===== src/rtl/proc_pkg.sv =====
// Shared types and constants for the filter processor front end.
package proc_pkg;

    localparam int INST_W = 16;
    localparam int ADDR_W = 32;
    localparam logic [INST_W-1:0] NOP_INST = 16'hffff;

    typedef enum logic [1:0] {
        IDLE  = 2'd0,
        FETCH = 2'd1,
        HALT  = 2'd2
    } fetch_state_t;

endpackage


===== src/rtl/inst_fifo.sv =====
// Synchronous fetch queue; flush empties it and overrides any push or pop
// requested in the same cycle.
module inst_fifo #(
    parameter int WIDTH = 48,
    parameter int DEPTH = 2
) (
    input  logic             clk,
    input  logic             rst_n,
    input  logic             push,
    input  logic             pop,
    input  logic             flush,
    input  logic [WIDTH-1:0] din,
    output logic [WIDTH-1:0] dout,
    output logic             full,
    output logic             empty
);

    localparam int PTR_W = (DEPTH > 1) ? $clog2(DEPTH) : 1;
    localparam logic [PTR_W:0] FULL_CNT = (PTR_W + 1)'(DEPTH);

    logic [WIDTH-1:0] store [DEPTH];
    logic [PTR_W-1:0] wr_ptr;
    logic [PTR_W-1:0] rd_ptr;
    logic [PTR_W:0]   count;
    logic             do_push;
    logic             do_pop;

    assign full    = (count == FULL_CNT);
    assign empty   = (count == '0);
    assign do_pop  = pop && !empty;
    // A pop frees the slot a same-cycle push needs, so full only blocks a lone push.
    assign do_push = push && (!full || do_pop);
    assign dout    = store[rd_ptr];

    always_ff @(posedge clk or negedge rst_n) begin
        if (!rst_n) begin
            wr_ptr <= '0;
            rd_ptr <= '0;
            count  <= '0;
            for (int i = 0; i < DEPTH; i++) store[i] <= '0;
        end else if (flush) begin
            wr_ptr <= '0;
            rd_ptr <= '0;
            count  <= '0;
        end else begin
            if (do_push) begin
                store[wr_ptr] <= din;
                wr_ptr        <= wr_ptr + PTR_W'(1);
            end
            if (do_pop) rd_ptr <= rd_ptr + PTR_W'(1);
            case ({do_push, do_pop})
                2'b10:   count <= count + (PTR_W + 1)'(1);
                2'b01:   count <= count - (PTR_W + 1)'(1);
                default: count <= count;
            endcase
        end
    end

endmodule


===== src/rtl/inst_fetch_ctrl.sv =====
// Instruction fetch sequencer: owns the PC, reads memory combinationally and
// queues {pc, word} pairs for decode, with branch flush and end-of-program halt.
module inst_fetch_ctrl
    import proc_pkg::*;
#(
    parameter int unsigned MEM_DEPTH  = 101,
    parameter int          FIFO_DEPTH = 2,
    parameter bit          DROP_NOP   = 1'b0
) (
    input  logic               clk,
    input  logic               rst_n,
    input  logic               i_en,
    output logic [ADDR_W-1:0]  o_mem_dir,
    input  logic [INST_W-1:0]  i_mem_data,
    output logic [INST_W-1:0]  o_inst,
    output logic [ADDR_W-1:0]  o_inst_pc,
    output logic               o_inst_valid,
    input  logic               i_inst_ready,
    input  logic               i_branch_taken,
    input  logic [ADDR_W-1:0]  i_branch_target,
    output logic               o_halted,
    output logic               o_done,
    output fetch_state_t       dbg_state
);

    localparam logic [ADDR_W-1:0] END_PC = ADDR_W'(MEM_DEPTH);

    fetch_state_t              state;
    fetch_state_t              state_next;
    logic [ADDR_W-1:0]         pc;
    logic [ADDR_W-1:0]         pc_next;
    logic [ADDR_W-1:0]         pc_inc;
    logic                      pop;
    logic                      push;
    logic                      advance;
    logic                      is_nop;
    logic                      full;
    logic                      empty;
    logic [INST_W+ADDR_W-1:0]  head;

    // Handshake: a word moves to decode on a cycle where o_inst_valid and
    // i_inst_ready are both high; the head is held steady otherwise.
    assign pop     = o_inst_valid && i_inst_ready;
    assign pc_inc  = pc + ADDR_W'(1);
    assign advance = (state == FETCH) && i_en && !i_branch_taken && (!full || pop);
    assign is_nop  = DROP_NOP && (i_mem_data == NOP_INST);
    assign push    = advance && !is_nop;

    always_ff @(posedge clk or negedge rst_n) begin
        if (!rst_n) begin
            state <= FETCH;
            pc    <= '0;
        end else begin
            state <= state_next;
            pc    <= pc_next;
        end
    end

    always_comb begin
        state_next = state;
        pc_next    = pc;
        if (i_branch_taken) begin
            pc_next = i_branch_target;
            if (i_branch_target >= END_PC) state_next = HALT;
            else if (i_en)                 state_next = FETCH;
            else                           state_next = IDLE;
        end else begin
            case (state)
                IDLE: begin
                    if (i_en) state_next = FETCH;
                end
                FETCH: begin
                    if (!i_en) begin
                        state_next = IDLE;
                    end else if (advance) begin
                        pc_next = pc_inc;
                        // The last word is still fetched; the PC parks one past it.
                        if (pc_inc >= END_PC) state_next = HALT;
                    end
                end
                HALT:    state_next = HALT;
                default: state_next = FETCH;
            endcase
        end
    end

    inst_fifo #(
        .WIDTH (INST_W + ADDR_W),
        .DEPTH (FIFO_DEPTH)
    ) u_fifo (
        .clk   (clk),
        .rst_n (rst_n),
        .push  (push),
        .pop   (pop),
        .flush (i_branch_taken),
        .din   ({pc, i_mem_data}),
        .dout  (head),
        .full  (full),
        .empty (empty)
    );

    assign o_mem_dir    = pc;
    assign o_inst       = head[INST_W-1:0];
    assign o_inst_pc    = head[INST_W +: ADDR_W];
    assign o_inst_valid = !empty;
    assign o_halted     = (state == HALT);
    assign o_done       = o_halted && empty;
    assign dbg_state    = state;

endmodule

===== config.mk =====
export PLATFORM = sky130hd
export DESIGN_NAME = inst_fetch_ctrl
export DESIGN_NICKNAME = d
export VERILOG_FILES = /design/src/rtl/proc_pkg.sv /design/src/rtl/inst_fifo.sv /design/src/rtl/inst_fetch_ctrl.sv
export SDC_FILE = /design/constraint.sdc
export NUM_CORES = 1
export LEC_CHECK = 0
export BUFFER_PORTS_ARGS = -buffer_cell sky130_fd_sc_hd__buf_2
export CORE_MARGIN = 3
export CORE_UTILIZATION = 45
export DETAILED_ROUTE_END_ITERATION = 10
export PLACE_DENSITY = 0.64
export REMOVE_ABC_BUFFERS = 1
export SYNTH_ARGS = -nofsm -noshare
export SYNTH_HDL_FRONTEND = slang
export SYNTH_HIERARCHICAL = 1
export SYNTH_SLANG_ARGS = --single-unit

===== constraint.sdc =====
create_clock -name clk -period 3 [get_ports clk]
set_input_delay 0.6 -clock clk [delete_from_list [all_inputs] [get_ports clk]]
set_output_delay 0.6 -clock clk [all_outputs]
set_load 0.02 [all_outputs]

==> flow_metrics.env, run 1 <==
export IMPL_status="complete, no violations"
export IMPL_die_area_um2=17500
export IMPL_crit_path_cell_trace="nand3_2 -> nor4_4 -> and2_2 -> or4b_1 -> a22oi_1 -> o211a_1 -> a41oi_2 -> mux2_4"
export IMPL_drv_cap=0
export IMPL_hold_path_class="in -> async"
export IMPL_drt_iter0_markers=261
export IMPL_syn_inst=638
export IMPL_power_frac_clock=0.333
export IMPL_synthMuxAreaShare=0.239
export IMPL_p_comb_frac=0.263
export IMPL_cp_required_ns=3.30
export IMPL_drc=0
export IMPL_net_switching_power_uw=1800
export IMPL_end_kind="register"
export IMPL_gr_usage_all_layers=0.215
export IMPL_synthTopCellsByArea="dfrtp_1 (46%), mux2_2 (21%), nand2_1 (3.2%)"
export IMPL_swShare=0.322
export IMPL_fin_crit_sh=0.944
export IMPL_synthTopCellsByCount="mux2_2 (136), dfrtp_1 (133), nand2_1 (61), o21ai_0 (43), nor2_1 (26)"
export IMPL_tns_ns=0
export IMPL_setup_viol=0
export IMPL_arrival_ns=3.14
export IMPL_initial_core_util=0.466
export IMPL_cts_clk_slew_worst_paths_ns=0.06
export IMPL_leakagePower_uw=0.00425
export IMPL_yosys_most_used_dff="dfrtp_1"
export IMPL_via_per_inst=5.41
export IMPL_n_antenna_cell=0
export IMPL_relSlewSlack=0.502
export IMPL_worst_path_buf_inv=0
export IMPL_cts_tree="done"
export IMPL_wirelength_mm=18.4
export IMPL_power_density_nw_per_um2=635
export IMPL_die_y_um=132
export IMPL_rsz0062_at_grt="no"
export IMPL_cts_buffers=17
export IMPL_ys_types=63
export IMPL_layout_min_cycle_time_ns=2.83
export IMPL_root_buffer="clkbuf_16"
export IMPL_dp_slack_ns=0.0848
export IMPL_portBuffers=137
export IMPL_syn_area_um2=7170
export IMPL_final_nets=852
export IMPL_synth_compound_area_frac=0.0703
export IMPL_synth_simple_gate_area_frac=0.133
export IMPL_clockBufferDepth=2
export IMPL_synth_fa_ha_area_frac=0.0105
export IMPL_power_frac_seq=0.404
export IMPL_ys_seq_elements=134
export IMPL_synth_edf_count=0
export IMPL_avgSynthCellArea_um2=11.2
export IMPL_crit_fanout=6
export IMPL_critPathSlowestCell="dfrtp_1"
export IMPL_cp_start_kind="register"
export IMPL_synth_top_area_cell="dfrtp_1"
export IMPL_synth_xor_area_frac=0.0428
export IMPL_fill_cells=1384
export IMPL_insertion_delay_ns=0.42
export IMPL_synth_top_area_frac=0.464
export IMPL_grt_first_pass_wirelength_mm=30.2
export IMPL_cell_internal_pwr_uw=3790
export IMPL_gr_total_overflow=0
export IMPL_die_x_um=132
export IMPL_crit_family="simple AND/OR/NAND/NOR gates"
export IMPL_detail_route_wl_per_cell_um=18.1
export IMPL_finalHoldViolations=0
export IMPL_peakVddDrop_mv=0.361
export IMPL_gp_congestion=0.873
export IMPL_finalWorstSetupSlack_ns=0.168
export IMPL_vias=5506
export IMPL_antenna_left=0
export IMPL_holdBufCountCts=0
export IMPL_pin_count=138
export IMPL_drtPass1Iterations=5
export IMPL_ys_async_sr_fraction=1.00
export IMPL_hold_ws_ns=0.0586
export IMPL_hpwl_mm=13.2
export IMPL_area_growth_synth_to_final_pct=22.8
export IMPL_drv_slew=0
export IMPL_layout_drive_gt1_share=0.464
export IMPL_coreArea_um2=15400
export IMPL_clock_fmax_ghz=0.353
export IMPL_synth_most_common_cell="mux2_2"
export IMPL_synth_top_family_by_area="multiplexers"
export IMPL_core_rowCount=45
export IMPL_setup_worst_path_class="reg -> reg"
export IMPL_max_slew_worst_pin_slew_ns=0.745
export IMPL_grt_pass1_vias=5747
export IMPL_seq_area_frac_synth=0.468
export IMPL_antenna_found_initial=0
export IMPL_ys_warn_count=6
export IMPL_cts_sinks=134
export IMPL_htree_levels=4
export IMPL_slowest_delay_ns=0.49
export IMPL_finClkSkew_ns=0.0100
export IMPL_grt_max_degree=78
repair_timing:
item                                    4_1_cts  5_1_grt
resized for setup                             0        6
buffers inserted                              0        1
endpoints found under the setup margin        0        2
sequential cells by signal, indices dropped and copies added (netlist names):
register	cells
u_fifo/wr_ptr	1
u_fifo/rd_ptr	1
o_mem_dir	32
dbg_state	2
u_fifo/store	96
u_fifo/count	2
kinds of logic (layout without fill, tap and decap cells):
kind of cell | count (synthesis) | count (layout)
adder cells (fa/ha/maj) | 6 | 6
multiplexers | 149 | 149
AO/OA/AOI/OAI | 83 | 83
buffers and inverters | 51 | 219
XOR/XNOR | 35 | 35
flip-flops | 134 | 134
AND/OR/NAND/NOR | 180 | 180
per-layer routing:
metal	vias up	wire length (um)	global-route usage
li1	2598	-	-
met1	2737	8890	0.303
met2	145	8360	0.335
met3	26	762	0.0393
met4	0	349	0.0745
met5	-	0	0
power by group through the flow:
stage	clock network, uW	registers, uW	logic (uW)
floorplan	0	2320	890
global placement	0	2260	1450
detailed placement	0	2290	1470
CTS	1900	2260	1480
global route	2010	2300	1590
finish	1860	2260	1470
stage by stage:
stage                     total power (uW)  instances  instance area, um^2   util
final                                 5590       1017                 8800  0.573
after global routing                  5890       1017                 8800  0.573
after detailed placement              3760        984                 8250  0.537
after floorplan                       3210        598                 6950      -
after CTS                             5640       1016                 8780  0.571
after global placement                3710        984                 8250  0.537
cell usage in the layout, fill, tap and decap left out, drive strengths merged, types with 2 or more instances in the layout:
cell / instances
a2111oi: 2
a211oi: 5
a21o: 2
a21oi: 10
a22oi: 2
a31oi: 6
a41oi: 2
and2: 5
and3: 8
buf: 176
clkbuf: 17
clkinv: 6
clkinvlp: 6
dfrtp: 133
ha: 6
inv: 14
mux2: 146
mux2i: 3
nand2: 61
nand2b: 4
nand3: 19
nand4: 10
nand4b: 2
nor2: 27
nor2b: 5
nor3: 15
nor3b: 2
nor4: 12
nor4b: 2
o2111ai: 2
o21ai: 43
or4b: 2
xnor2: 17
xor2: 18
cell type report:
cell class	count	area [um^2]	area share
well taps	211	264	0.0300
clock buffers	17	425	0.0483
clock inverters	15	105	0.0119
inverters	11	41.3	0.00469
multi-input cells	453	3570	0.406
repair buffers	176	1030	0.118
flip-flops and latches	134	3360	0.382
final timing paths:
kind                                     from          endpoint  slack (ns)  cells past startpoint
min in group clk           i_branch_target[1]      o_mem_dir[1]        0.40                      3
setup / recovery                o_mem_dir[13]      dbg_state[1]        0.17                      8
setup reg to reg                o_mem_dir[13]      dbg_state[1]        0.17                      8
hold reg to reg              u_fifo/store[83]  u_fifo/store[83]        0.50                      1
hold / removal                          rst_n   u_fifo/store[2]        0.06                      1
max in group asynchronous               rst_n     u_fifo/rd_ptr        2.20                      2
(Power assumes the default switching activity.)
==> inputs of run 2 (changes only) <==
--- a/config.mk
+++ b/config.mk
@@ -13,5 +13,4 @@
 export REMOVE_ABC_BUFFERS = 1
 export SYNTH_ARGS = -nofsm -noshare
 export SYNTH_HDL_FRONTEND = slang
-export SYNTH_HIERARCHICAL = 1
 export SYNTH_SLANG_ARGS = --single-unit
==> flow_metrics.env, run 2 <==
export IMPL_gp_congestion=0.915
export IMPL_coreArea_um2=15400
export IMPL_critPathSlowestCell="dfrtp_1"
export IMPL_max_slew_worst_pin_slew_ns=0.604
export IMPL_area_growth_synth_to_final_pct=22.4
export IMPL_multi_input_area_um2=3550
export IMPL_power_density_nw_per_um2=734
export IMPL_die_y_um=132
export IMPL_final_nets=844
export IMPL_cts_resized=0
export IMPL_mostFrequentLayoutCells="mux2_2 (146), buf_2 (136), dfrtp_1 (132)"
export IMPL_htree_levels=4
export IMPL_n_antenna_cell=0
export IMPL_power_frac_clock=0.320
export IMPL_finClkSkew_ns=0.00626
export IMPL_synthMuxAreaShare=0.237
export IMPL_gr_usage_all_layers=0.217
export IMPL_layout_drive_gt1_share=0.457
export IMPL_dp_slack_ns=0.308
export IMPL_end_kind="register"
export IMPL_cts_setup_buffers=0
export IMPL_detail_route_wl_per_cell_um=18.3
export IMPL_holdBufCountCts=0
export IMPL_cp_required_ns=3.30
export IMPL_core_rowCount=45
export IMPL_synthTopCellsByCount="mux2_2 (146), dfrtp_1 (133), nand2_1 (55), o21ai_0 (37), nor2_1 (33)"
export IMPL_clockBufferDepth=2
export IMPL_final_common_cell="mux2_2"
export IMPL_drv_slew=0
export IMPL_synth_edf_count=0
export IMPL_drt_iter0_markers=256
export IMPL_antenna_found_initial=0
export IMPL_synth_fa_ha_area_frac=0.0104
export IMPL_insertion_delay_ns=0.42
export IMPL_slowest_delay_ns=0.59
export IMPL_synth_top_area_frac=0.463
export IMPL_synthTopCellsByArea="dfrtp_1 (46%), mux2_2 (23%), nand2_1 (2.9%)"
export IMPL_synth_simple_gate_area_frac=0.137
export IMPL_finalHoldViolations=0
export IMPL_grt_first_pass_wirelength_mm=30.7
export IMPL_cts_sinks=134
export IMPL_crit_fanout=12
export IMPL_die_x_um=132
export IMPL_synth_most_common_cell="mux2_2"
export IMPL_vias=5554
export IMPL_rsz0062_at_grt="no"
export IMPL_avgSynthCellArea_um2=11.1
export IMPL_portBuffers=137
export IMPL_gr_total_overflow=0
export IMPL_cp_start_kind="register"
export IMPL_cts_buffers=17
export IMPL_drtPass1Iterations=5
export IMPL_swShare=0.326
export IMPL_grt_pass1_vias=5815
export IMPL_syn_area_um2=7190
export IMPL_grt_max_degree=68
export IMPL_synth_xor_area_frac=0.0475
export IMPL_hpwl_mm=13.3
export IMPL_drc=0
export IMPL_hold_path_class="in -> async"
export IMPL_seq_area_frac_synth=0.467
export IMPL_finalPower_uw=6460
export IMPL_status="complete, no violations"
export IMPL_initial_core_util=0.466
export IMPL_cts_tree="done"
export IMPL_finalWorstSetupSlack_ns=0.316
export IMPL_net_switching_power_uw=2110
export IMPL_synth_top_family_by_area="multiplexers"
export IMPL_power_frac_seq=0.379
export IMPL_peakVddDrop_mv=0.474
export IMPL_drv_cap=0
export IMPL_cts_clk_slew_worst_paths_ns=0.06
export IMPL_p_comb_frac=0.300
export IMPL_ys_seq_elements=134
export IMPL_leakagePower_uw=0.00410
export IMPL_setup_viol=0
export IMPL_layout_min_cycle_time_ns=2.68
export IMPL_ys_warn_count=0
export IMPL_synth_top_area_cell="dfrtp_1"
export IMPL_via_per_inst=5.50
export IMPL_fill_cells=1426
export IMPL_fin_util=0.570
export IMPL_synth_compound_area_frac=0.0616
export IMPL_seq_area_um2=3360
export IMPL_reg2reg_depth=8
export IMPL_crit_path_cell_trace="nand3_4 -> nor4_4 -> nand2_1 -> or4b_1 -> and3_4 -> a2111oi_4 -> a41oi_2 -> mux2i_1"
export IMPL_setup_worst_path_class="reg -> reg"
export IMPL_die_area_um2=17500
export IMPL_ys_types=58
export IMPL_arrival_ns=2.98
export IMPL_fin_crit_sh=0.895
export IMPL_cell_internal_pwr_uw=4350
export IMPL_syn_inst=650
export IMPL_wirelength_mm=18.5
export IMPL_regMostFlops="u_fifo.store"
export IMPL_largest_register_ffs=96
export IMPL_relSlewSlack=0.598
export IMPL_pin_count=138
export IMPL_yosys_most_used_dff="dfrtp_1"
export IMPL_antenna_left=0
export IMPL_clock_fmax_ghz=0.373
export IMPL_ys_async_sr_fraction=1.00
export IMPL_root_buffer="clkbuf_16"
## run 2: cell types whose count changed after synthesis, moves of 5 or more
cell / change
o21ai_0: -6
clkbuf_1: +9
nand3_1: +5
mux2_4: -10
nand4_1: +6
nand2_1: -6
buf_2: +6
nor2_1: +7
mux2_2: +10
## run 2: final timing paths
kind                                    startpoint          endpoint  slack, ns
worst max-delay path                  o_mem_dir[3]      dbg_state[1]       0.32
worst min-delay path                         rst_n  u_fifo.store[85]       0.12
worst max register to register        o_mem_dir[3]      dbg_state[1]       0.32
worst min register to register    u_fifo.store[56]  u_fifo.store[56]       0.50
max in group asynchronous                    rst_n      o_mem_dir[1]       2.06
min in group clk                i_branch_target[0]      o_mem_dir[0]       0.40
## run 2: kinds of logic after synthesis
logic type,count (synthesis)
AO/OA/AOI/OAI,68
XOR/XNOR,39
adder cells (fa/ha/maj),6
buffers and inverters,64
flip-flops,134
multiplexers,152
AND/OR/NAND/NOR,187
## run 2: critical path, delay by kind of cell (launching register included)
kind | cells | cell delay (ns)
simple gates | 5 | 1.33
flops | 1 | 0.59
compound gates | 2 | 0.50
mux | 1 | 0.15
## run 2: final cells by class
| class | count | area share |
|---|---|---|
| sequential | 134 | 0.381 |
| clock inverter | 11 | 0.0141 |
| multi-input combinational | 452 | 0.404 |
| clock buffer | 21 | 0.0523 |
| inverter | 10 | 0.00427 |
| timing repair buffer | 170 | 0.114 |
| tap | 211 | 0.0300 |
## run 2: layer usage
metal,share of wire,GRT usage,wire length (um),vias up
li1,-,-,-,2578
met1,0.46,0.291,8450,2757
met2,0.47,0.344,8670,193
met3,0.060,0.0660,1110,26
met4,0.016,0.0577,292,0
met5,0,0,0,-
## run 2: per-stage QoR
| step | area, um^2 | setup TNS, ns | hold slack (ns) | cells |
|---|---|---|---|---|
| after global placement | 8210 | 0 | 0.483 | 977 |
| after global routing | 8800 | 0 | 0.135 | 1009 |
| final | 8800 | 0 | 0.119 | 1009 |
| after floorplan | 6940 | -101.48 | 0.304 | 596 |
| after CTS | 8800 | 0 | 0.121 | 1009 |
| after detailed placement | 8210 | 0 | 0.490 | 977 |
## run 2: power groups by stage
stage | Clock [uW] | Sequential, uW | Combinational [uW]
after floorplan | 0 | 2500 | 1230
after global placement | 0 | 2440 | 1930
after detailed placement | 0 | 2480 | 1960
after CTS | 2110 | 2450 | 1970
after global routing | 2200 | 2500 | 2120
final | 2070 | 2450 | 1940
